[src/rtl/plot_pkg.sv]
// Shared types and helpers for the plot scheduler: colour width, FSM encoding,
// and the fixed per-player colour table.
package plot_pkg;

    localparam int COLOUR_W = 3;

    typedef enum logic [0:0] {
        DRAW  = 1'b0,
        CLEAR = 1'b1
    } state_t;

    function automatic logic [COLOUR_W-1:0] player_colour(input int unsigned idx);
        logic [COLOUR_W-1:0] c;
        case (idx)
            32'd0:   c = 3'b001;
            32'd1:   c = 3'b010;
            32'd2:   c = 3'b100;
            32'd3:   c = 3'b110;
            default: c = 3'b111;
        endcase
        return c;
    endfunction

endpackage

[src/rtl/plot_scheduler_rr_arbiter.sv]
// Combinational round-robin arbiter: grants the first requester at or above
// i_ptr, wrapping modulo N. The pointer register lives in the parent.
module rr_arbiter #(
    parameter int N     = 4,
    parameter int IDX_W = (N > 1) ? $clog2(N) : 1
) (
    input  logic [N-1:0]     i_req,
    input  logic [IDX_W-1:0] i_ptr,
    output logic [N-1:0]     o_grant,
    output logic [IDX_W-1:0] o_grant_idx
);

    // Rotating priority search starting at the pointer
    always_comb begin
        logic [IDX_W:0]   w_sum;
        logic [IDX_W-1:0] w_idx;
        logic             w_found;
        o_grant     = {N{1'b0}};
        o_grant_idx = {IDX_W{1'b0}};
        w_found     = 1'b0;
        w_sum       = {(IDX_W+1){1'b0}};
        w_idx       = {IDX_W{1'b0}};
        for (int k = 0; k < N; k++) begin
            w_sum = {1'b0, i_ptr} + (IDX_W+1)'(k);
            if (w_sum >= (IDX_W+1)'(N)) begin
                w_sum = w_sum - (IDX_W+1)'(N);
            end else begin
                w_sum = w_sum;
            end
            w_idx = w_sum[IDX_W-1:0];
            if (!w_found && i_req[w_idx]) begin
                w_found        = 1'b1;
                o_grant[w_idx] = 1'b1;
                o_grant_idx    = w_idx;
            end else begin
                w_found = w_found;
            end
        end
    end

endmodule

[src/rtl/plot_scheduler.sv]
// Round-robin pixel scheduler for the VGA adapter with a full-screen clear sweep.
// Define TURF_PLOT_COLLISION_EN to add the sticky per-player collision flags.
module plot_scheduler
    import plot_pkg::*;
#(
    parameter int                   N_PLAYERS = 4,
    parameter int                   X_W       = 8,
    parameter int                   Y_W       = 7,
    parameter int                   SCREEN_W  = 160,
    parameter int                   SCREEN_H  = 120,
    parameter logic [COLOUR_W-1:0]  BG_COLOUR = 3'b000
) (
    input  logic                           CLOCK_50,
    input  logic                           reset,
    input  logic [N_PLAYERS*(X_W+Y_W)-1:0] pos,
    input  logic [N_PLAYERS-1:0]           pos_valid,
    input  logic                           clear_req,
    output logic [X_W-1:0]                 x,
    output logic [Y_W-1:0]                 y,
    output logic [COLOUR_W-1:0]            colour,
    output logic                           plot,
    output logic                           busy,
    output logic                           clear_done
`ifdef TURF_PLOT_COLLISION_EN
    ,
    output logic [N_PLAYERS-1:0]           collision
`endif
);

    localparam int P_W   = X_W + Y_W;
    localparam int IDX_W = (N_PLAYERS > 1) ? $clog2(N_PLAYERS) : 1;

    state_t                        r_state;
    state_t                        w_state_next;
    logic [N_PLAYERS-1:0]          r_pending;
    logic [N_PLAYERS-1:0][P_W-1:0] r_lat;
    logic [IDX_W-1:0]              r_ptr;
    logic [X_W-1:0]                r_cx;
    logic [Y_W-1:0]                r_cy;
    logic                          r_sweep_end;

    logic [N_PLAYERS-1:0]  w_grant_oh;
    logic [IDX_W-1:0]      w_grant_idx;
    logic                  w_grant_en;
    logic [IDX_W-1:0]      w_ptr_next;
    logic [X_W-1:0]        w_x_next;
    logic [Y_W-1:0]        w_y_next;
    logic [COLOUR_W-1:0]   w_colour_next;
    logic                  w_plot_next;
    logic                  w_done_next;
    logic [X_W-1:0]        w_cx_next;
    logic [Y_W-1:0]        w_cy_next;
    logic                  w_end_next;

    rr_arbiter #(
        .N     (N_PLAYERS),
        .IDX_W (IDX_W)
    ) u_arb (
        .i_req       (r_pending),
        .i_ptr       (r_ptr),
        .o_grant     (w_grant_oh),
        .o_grant_idx (w_grant_idx)
    );

    // FSM state register
    always_ff @(posedge CLOCK_50 or posedge reset) begin
        if (reset) begin
            r_state <= DRAW;
        end else begin
            r_state <= w_state_next;
        end
    end

    // FSM next-state logic
    always_comb begin
        w_state_next = r_state;
        case (r_state)
            DRAW: begin
                if (clear_req) begin
                    w_state_next = CLEAR;
                end else begin
                    w_state_next = DRAW;
                end
            end
            CLEAR: begin
                if (r_sweep_end) begin
                    w_state_next = DRAW;
                end else begin
                    w_state_next = CLEAR;
                end
            end
            default: w_state_next = DRAW;
        endcase
    end

    // FSM output logic: next values for the registered plot interface and sweep
    always_comb begin
        w_x_next      = x;
        w_y_next      = y;
        w_colour_next = colour;
        w_plot_next   = 1'b0;
        w_done_next   = 1'b0;
        w_grant_en    = 1'b0;
        w_ptr_next    = r_ptr;
        w_cx_next     = r_cx;
        w_cy_next     = r_cy;
        w_end_next    = r_sweep_end;
        case (r_state)
            DRAW: begin
                // A clear request takes the edge; no player is granted on it
                if (!clear_req && (|r_pending)) begin
                    w_grant_en    = 1'b1;
                    w_x_next      = r_lat[w_grant_idx][P_W-1 -: X_W];
                    w_y_next      = r_lat[w_grant_idx][Y_W-1:0];
                    w_colour_next = player_colour(32'(w_grant_idx));
                    w_plot_next   = 1'b1;
                    if (w_grant_idx == IDX_W'(N_PLAYERS - 1)) begin
                        w_ptr_next = {IDX_W{1'b0}};
                    end else begin
                        w_ptr_next = w_grant_idx + IDX_W'(1);
                    end
                end else begin
                    w_grant_en = 1'b0;
                end
            end
            CLEAR: begin
                if (r_sweep_end) begin
                    w_done_next = 1'b1;
                    w_cx_next   = {X_W{1'b0}};
                    w_cy_next   = {Y_W{1'b0}};
                    w_end_next  = 1'b0;
                end else begin
                    w_x_next      = r_cx;
                    w_y_next      = r_cy;
                    w_colour_next = BG_COLOUR;
                    w_plot_next   = 1'b1;
                    if (r_cx == X_W'(SCREEN_W - 1)) begin
                        w_cx_next = {X_W{1'b0}};
                        if (r_cy == Y_W'(SCREEN_H - 1)) begin
                            w_cy_next  = {Y_W{1'b0}};
                            w_end_next = 1'b1;
                        end else begin
                            w_cy_next = r_cy + Y_W'(1);
                        end
                    end else begin
                        w_cx_next = r_cx + X_W'(1);
                    end
                end
            end
            default: begin
                w_plot_next = 1'b0;
            end
        endcase
    end

    // Datapath registers: outputs, pointer, sweep counters, per-player latches
    always_ff @(posedge CLOCK_50 or posedge reset) begin
        if (reset) begin
            x           <= {X_W{1'b0}};
            y           <= {Y_W{1'b0}};
            colour      <= {COLOUR_W{1'b0}};
            plot        <= 1'b0;
            clear_done  <= 1'b0;
            r_ptr       <= {IDX_W{1'b0}};
            r_cx        <= {X_W{1'b0}};
            r_cy        <= {Y_W{1'b0}};
            r_sweep_end <= 1'b0;
            r_pending   <= {N_PLAYERS{1'b0}};
            r_lat       <= {(N_PLAYERS*P_W){1'b0}};
        end else begin
            x           <= w_x_next;
            y           <= w_y_next;
            colour      <= w_colour_next;
            plot        <= w_plot_next;
            clear_done  <= w_done_next;
            r_ptr       <= w_ptr_next;
            r_cx        <= w_cx_next;
            r_cy        <= w_cy_next;
            r_sweep_end <= w_end_next;
            // A fresh strobe keeps pending set even on the edge that grants it
            r_pending   <= pos_valid |
                           (r_pending & ~(w_grant_en ? w_grant_oh : {N_PLAYERS{1'b0}}));
            for (int i = 0; i < N_PLAYERS; i++) begin
                if (pos_valid[i]) begin
                    r_lat[i] <= pos[i*P_W +: P_W];
                end else begin
                    r_lat[i] <= r_lat[i];
                end
            end
        end
    end

    assign busy = (r_state == CLEAR) | (|r_pending);

`ifdef TURF_PLOT_COLLISION_EN
    logic [N_PLAYERS-1:0] r_seen;
    logic [N_PLAYERS-1:0] r_coll;
    logic [N_PLAYERS-1:0] w_match;

    // Pairwise equality over players that have reported at least once
    always_comb begin
        w_match = {N_PLAYERS{1'b0}};
        for (int i = 0; i < N_PLAYERS; i++) begin
            for (int j = 0; j < N_PLAYERS; j++) begin
                if ((i != j) && r_seen[i] && r_seen[j] && (r_lat[i] == r_lat[j])) begin
                    w_match[i] = 1'b1;
                end else begin
                    w_match[i] = w_match[i];
                end
            end
        end
    end

    // Sticky flags, wiped on the edge that raises clear_done
    always_ff @(posedge CLOCK_50 or posedge reset) begin
        if (reset) begin
            r_seen <= {N_PLAYERS{1'b0}};
            r_coll <= {N_PLAYERS{1'b0}};
        end else begin
            r_seen <= r_seen | pos_valid;
            if (w_done_next) begin
                r_coll <= {N_PLAYERS{1'b0}};
            end else begin
                r_coll <= r_coll | w_match;
            end
        end
    end

    assign collision = r_coll;
`endif

endmodule

[config.mk]
export PLATFORM = sky130hd
export DESIGN_NAME = plot_scheduler
export DESIGN_NICKNAME = d
export VERILOG_FILES = /design/src/rtl/plot_pkg.sv /design/src/rtl/plot_scheduler_rr_arbiter.sv /design/src/rtl/plot_scheduler.sv
export SDC_FILE = /design/constraint.sdc
export NUM_CORES = 1
export LEC_CHECK = 0
export CAP_MARGIN = 10
export CORE_UTILIZATION = 25
export CTS_BUF_LIST = sky130_fd_sc_hd__clkbuf_8
export DETAILED_ROUTE_END_ITERATION = 16
export GPL_TIMING_DRIVEN = 0
export HOLD_SLACK_MARGIN = 0.15
export SYNTH_ARGS = -nofsm -noshare
export SYNTH_HDL_FRONTEND = slang
export SYNTH_SLANG_ARGS = --single-unit
[constraint.sdc]
create_clock -name CLOCK_50 -period 3.7 [get_ports CLOCK_50]
set_clock_uncertainty 0.05 [all_clocks]
set_input_delay 0.74 -clock CLOCK_50 [delete_from_list [all_inputs] [get_ports CLOCK_50]]
set_output_delay 0.74 -clock CLOCK_50 [all_outputs]
set_load 0.02 [all_outputs]
# [After elaboration in Yosys (flattened, before gate mapping)]
# Index checks and enable logic that the tools add are counted.
[word_totals] inputBits=67 reg_bits=103 output_inout_bits=21 elab_cells=132
[classes] bitwise_logic=8 mux=61 n_reduce_logical=18 n_eq_ne=7 magnitude_cmp=13 n_addsub=10
[op_table] op="7-bit two-way mux" count=5
[op_table] op="8-bit two-way mux" count=4
[op_table] op="15-bit binary-select mux with 2-bit select" count=1
[op_table] op="1-bit two-way mux" count=20
[op_table] op="4-bit two-way mux" count=5
[op_table] op="2-bit two-way mux" count=9
[op_table] op="4-bit bitwise OR" count=4
[op_table] op="8-bit case mux with 2 select lines" count=1
[op_table] op="2-bit by 3-bit < comparator with 1-bit output (second input constant)" count=5
[op_table] op="15-bit two-way mux" count=1
[op_table] op="7-bit case mux with 2 select lines" count=1
[op_table] op="3-bit case mux with 4 select lines" count=1
[op_table] op="3-bit greater-or-equal comparator (second input constant)" count=3
[op_table] op="8-bit by 1-bit adder with 8-bit output (second input constant)" count=1
[op_table] op="1-bit binary-select mux with 2-bit select" count=4
[op_table] op="1-bit demux with 2-bit select" count=4
[op_table] op="8-bit equality test (second input constant)" count=1
[op_table] op="2-bit by 1-bit greater-or-equal comparator with 1-bit output (second input constant)" count=4
[op_table] op="1-bit logical AND" count=8
[op_table] op="2-bit by 1-bit subtractor with 2-bit output (second input constant)" count=4
[op_table] op="7-bit by 1-bit adder with 7-bit output (second input constant)" count=1
[op_table] op="7-bit equality test (second input constant)" count=1
[op_table] op="2-bit by 2-bit adder with 3-bit output (second input constant)" count=2
[op_table] op="3-bit two-way mux" count=2
[op_table] op="17 further kinds" count=25

# [Depth between registers and ports, before layout]
[logic_depth] ltp_word=18 mapped_depth=12 ltp_nobuf=10

# [Modules after synthesis]
# Synthesis repeated with hierarchy kept, for this count alone.
[unflattened] hier_cells=398 area_unflattened_um2=5123.7
[modules_own_cells] mod="plot_scheduler" area_per_inst_um2=4684.5 instances=1 cells_per_inst=350 seq_area_each_um2=2577.5
[modules_own_cells] mod="rr_arbiter" area_per_inst_um2=439.2 instances=1 cells_per_inst=48 seq_area_each_um2=0.0

# [Worst setup path after synthesis]
# Ideal clock, no wire load.
[synth_timing] kind="flip-flop to flip-flop" startpoint="register r_ptr[0]" endpoint="register colour[2]" arrival_ns=2.898 setup_time_ns=0.110 path_buffers=2 period_less_slack_ns=3.058 slack_ns=0.642 t_required_ns=3.540 path_stages_with_launch=12 cell_sequence="dfrtp_1 buf_2 inv_1 ha_1 mux4_2 nor2b_4 or4_4 nand2_2 inv_2 buf_6 ha_1 o41ai_1"
[synth_via] elab_chain_cells=18 word_cells_on_any_way=43 cone_classes="add/sub: 7; order compare: 4; eq/ne: 3; mux: 22; reduce/logical: 7"
[synth_rtl] element="start: declaration" line_no="plot_scheduler.sv:37" source="logic [IDX_W-1:0] r_ptr;"
[synth_rtl] element="start signal: assignment" line_no="plot_scheduler.sv:164" source="r_ptr <= {IDX_W{1'b0}};"
[synth_rtl] element="start signal: assignment" line_no="plot_scheduler.sv:176" source="r_ptr <= w_ptr_next;"
[synth_rtl] element="parallel branches: the longest is 13 deep, another holds 2-bit by 1-bit adder with 3-bit output"
[synth_rtl] element="2-bit two-way mux *" line_no="plot_scheduler_rr_arbiter.sv:31" source="if (!w_found && i_req[w_idx]) begin"
[synth_rtl] element="2-bit equality test, or another cell as far along" line_no="plot_pkg.sv:14" source="case (idx)"
[synth_rtl] element="3-bit case mux with 4 select lines *" line_no="plot_pkg.sv:14"
[synth_rtl] element="3-bit two-way mux *" line_no="plot_scheduler.sv:111" source="if (!clear_req && (|r_pending)) begin"
[synth_rtl] element="3-bit case mux with 2 select lines *" line_no="plot_scheduler.sv:108" source="case (r_state)"
[synth_rtl] element="end signal: assignment" line_no="plot_scheduler.sv:161" source="colour <= {COLOUR_W{1'b0}};"
[synth_rtl] element="end signal: assignment" line_no="plot_scheduler.sv:173" source="colour <= w_colour_next;"
[synth_rtl] element="end: declaration" line_no="plot_scheduler.sv:20" source="output logic [COLOUR_W-1:0] colour,"
# Every way passes the cells marked *. The select of a mux whose other input is x is not followed.
# A chain may end at the register's enable or synchronous reset.

# [Worst setup path in the final report]
# Ends and elaborated chain as after synthesis.

==> flow_summary.json <==
{
  "status": "complete, no violations",
  "clkLatencyLatePin_ns": 0.38,
  "yosys.area.top_type_share_pct": 48.97,
  "wl_per_cell_microns": 17.91,
  "hold_buffers": 0,
  "r2r_start": "r_ptr[0]$_DFFE_PP0P_",
  "crit_type": "flip-flop to flip-flop",
  "cts_buffers": 9,
  "yosys.cell_count.top_type": "dfrtp_1",
  "dpl.hpwl_microns": 11060,
  "coreArea_sq_um": 20430,
  "pwr_density_cell_nw_per_um2": 318.7,
  "n_antenna_cell": 0,
  "viasPerCell": 4.998,
  "wirelength_microns": 15100,
  "synth_seq_cells": 103,
  "synth-edff-count": 0,
  "synth_area_sq_um": 5264,
  "setup_ws_ns": 0.2526,
  "yosysUniqueCellTypes": 50,
  "netlist_instances": 473,
  "gp_congestion": 0.8401,
  "num_rows": 52,
  "crit_start": "r_ptr[0]$_DFFE_PP0P_",
  "whs_ns": 0.4548,
  "seq_area_frac_synth_pct": 48.97,
  "ys_top_cells_by_count": "103 x dfrtp_1, 62 x mux2_2, 28 x nor2_1, 28 x o221ai_1, 25 x o21ai_0",
  "grt_use_total_pct": 14.51,
  "fmax_mhz": 290.1,
  "cts.sink_count": 103,
  "ant_nets": 0,
  "drv_cap": 0,
  "peakVddDrop_uv": 142.9,
  "die_x_microns": 147.1,
  "pre_cts_ws_ns": 0.01881,
  "worstHoldStart": "r_lat[57]$_DFFE_PP0P_",
  "antenna_found_initial": 0,
  "finalNetCount": 649,
  "chipHeight_microns": 147.1,
  "io_buffers": 83,
  "syn2layout_area_growth_pct": 26.03,
  "overflow": 0,
  "vias": 4213,
  "synthArstFlopShare_pct": 100.0,
  "period_share_pct": 93.17,
  "ioPinCount": 88,
  "route.detailed.drc": 0,
  "syn_nets": 552,
  "rsz0062_at_grt": "no",
  "start_util_pct": 25.77,
  "fp.dieArea_sq_um": 21640,
  "htree_levels": 3,
  "first_pass_iters": 5,
  "final_core_util_pct": 32.47,
  "hp-class": "flip-flop to flip-flop",
  "ys.flop_type": "dfrtp_1",
  "yosysWarnings": 0,
  "timing.final.max_slew_violations": 0,
  "grt_first_pass_wirelength_microns": 24030,
  "grt_max_degree": 57,
  "crit_path_end_kind": "flip-flop",
  "crit_arrival_ns": 3.67,
  "leakagePower_nw": 2.616,
  "layout.cells.non_filler": 843,
  "crit_path_start_kind": "flip-flop",
  "clock-root-buffer": "clkbuf_8",
  "power.total_mw": 2.114,
  "slew_headroom_pct": 41.13,
  "fin_crit_ns": 3.447,
  "worst_pin_slew_ns": 0.8764,
  "max-clock-path-buffers": 2,
  "grt_pass1_vias": 4261,
  "drive_gt1_share_pct": 18.15,
  "setup_viol": 0,
  "yosysTopAreaCell": "dfrtp_1",
  "drtIter0Drc": 240,
  "hold_viol_final": 0,
  "path_max_fanout": 11,
  "avgSynthCellArea_sq_um": 11.13,
  "path_clk_slew_ns": 0.10,
  "tritoncts": "yes",
  "post-place-cells": 827,
  "worstPathRequired_ns": 3.92,
  "synth_area_leaders": "dfrtp_1 49%, mux2_2 13%, o221ai_1 4.7%"
}
==> through the flow <==
stage          setup TNS [ns]  cell area (sq um)
6_report                    0               6634
5_1_grt                     0               6634
4_1_cts                     0               6618
3_5_place_dp                0               6462
3_3_place_gp          -159.64               6432
2_1_floorplan               0               5264
==> registers in the layout (all words and copies together), names as in the netlist, 2 cells and up <==
register and cells:
r_lat 60, x 8, y 7, colour 3, r_ptr 2, r_cy 7, r_pending 4, r_cx 8
==> final timing paths <==
check                                        end  slack (ns)  depth (start not counted)
max in group asynchronous   r_ptr[0]$_DFFE_PP0P_        2.15                          3
hold / removal             r_lat[57]$_DFFE_PP0P_        0.45                          1
hold reg to reg            r_lat[57]$_DFFE_PP0P_        0.45                          1
setup / recovery           colour[2]$_DFFE_PP0P_        0.25                         11
min in group asynchronous  r_lat[10]$_DFFE_PP0P_        0.75                          2
setup reg to reg           colour[2]$_DFFE_PP0P_        0.25                         11
==> layer usage <==
layer / up-vias / global-route usage [%] / share of wire [%]
met5: - / 0 / 0
met4: 0 / 5.567 / 2.6
met3: 28 / 2.609 / 5.0
met2: 140 / 22.90 / 47
met1: 2082 / 19.70 / 45
li1: 1963 / - / -
==> area by class of cell <==
cell class,instances,area (sq um)
plain buffers,34,160.2
clock buffers,9,123.9
clock inverters,5,30.03
fillers,2138,13800
inverters,19,73.82
multi-input cells,317,2459
flip-flops and latches,103,2579
well taps,270,337.8
repair buffers,86,870.8
==> report_power, final <==
part | leakage (nW) | internal [mW] | total (mW) | switching [mW]
registers | 1.24 | 1.19 | 1.23 | 0.0420
logic | 1.29 | 0.151 | 0.258 | 0.107
clock network | 0.0875 | 0.234 | 0.622 | 0.388
total | 2.62 | 1.58 | 2.11 | 0.537
==> worst max-delay path, stage by stage, from the launching register on <==
cell and delay, ns:
dfrtp_2 0.48, buf_2 0.26, inv_1 0.16, ha_1 0.46, mux4_2 0.33, nor2b_4 0.08
or4_4 0.45, nand2_2 0.22, inv_2 0.13, buf_6 0.18, ha_1 0.20, o41ai_1 0.33
==> cells in the final DEF, fill, tap and decap left out, types with 3 or more instances in the layout <==
master / n
dfrtp_1: 102
clkdlybuf4s50_1: 83
mux2_2: 62
nor2_1: 28
o221ai_1: 28
o21ai_0: 25
a22oi_1: 21
nand2_1: 20
clkbuf_1: 19
inv_1: 19
and3_1: 17
a21boi_1: 14
o211ai_1: 14
ha_1: 12
nand3_1: 11
clkbuf_8: 9
a21oi_1: 8
buf_2: 6
o21ai_1: 5
buf_1: 4
nor3_1: 4
mux4_2: 4
a21o_1: 4
or2_2: 3
buf_6: 3
clkbuf_2: 3
o22ai_1: 3
==> cell families after synthesis <==
logic type      count (synthesis)  share of synthesized area, %
buf+inv                        53                         4.326
compound gates                136                         18.56
mux                            68                         15.36
flops                         103                         48.97
simple gates                  101                         9.936
fa+ha+maj                      12                         2.852
==> what timing repair did <==
action,4_1_cts,5_1_grt
gates resized for setup,1,5
setup buffers,0,1
setup endpoints to repair,4,16
hold endpoints to repair,0,0
Note: power is estimated with default switching activity, not from simulation.
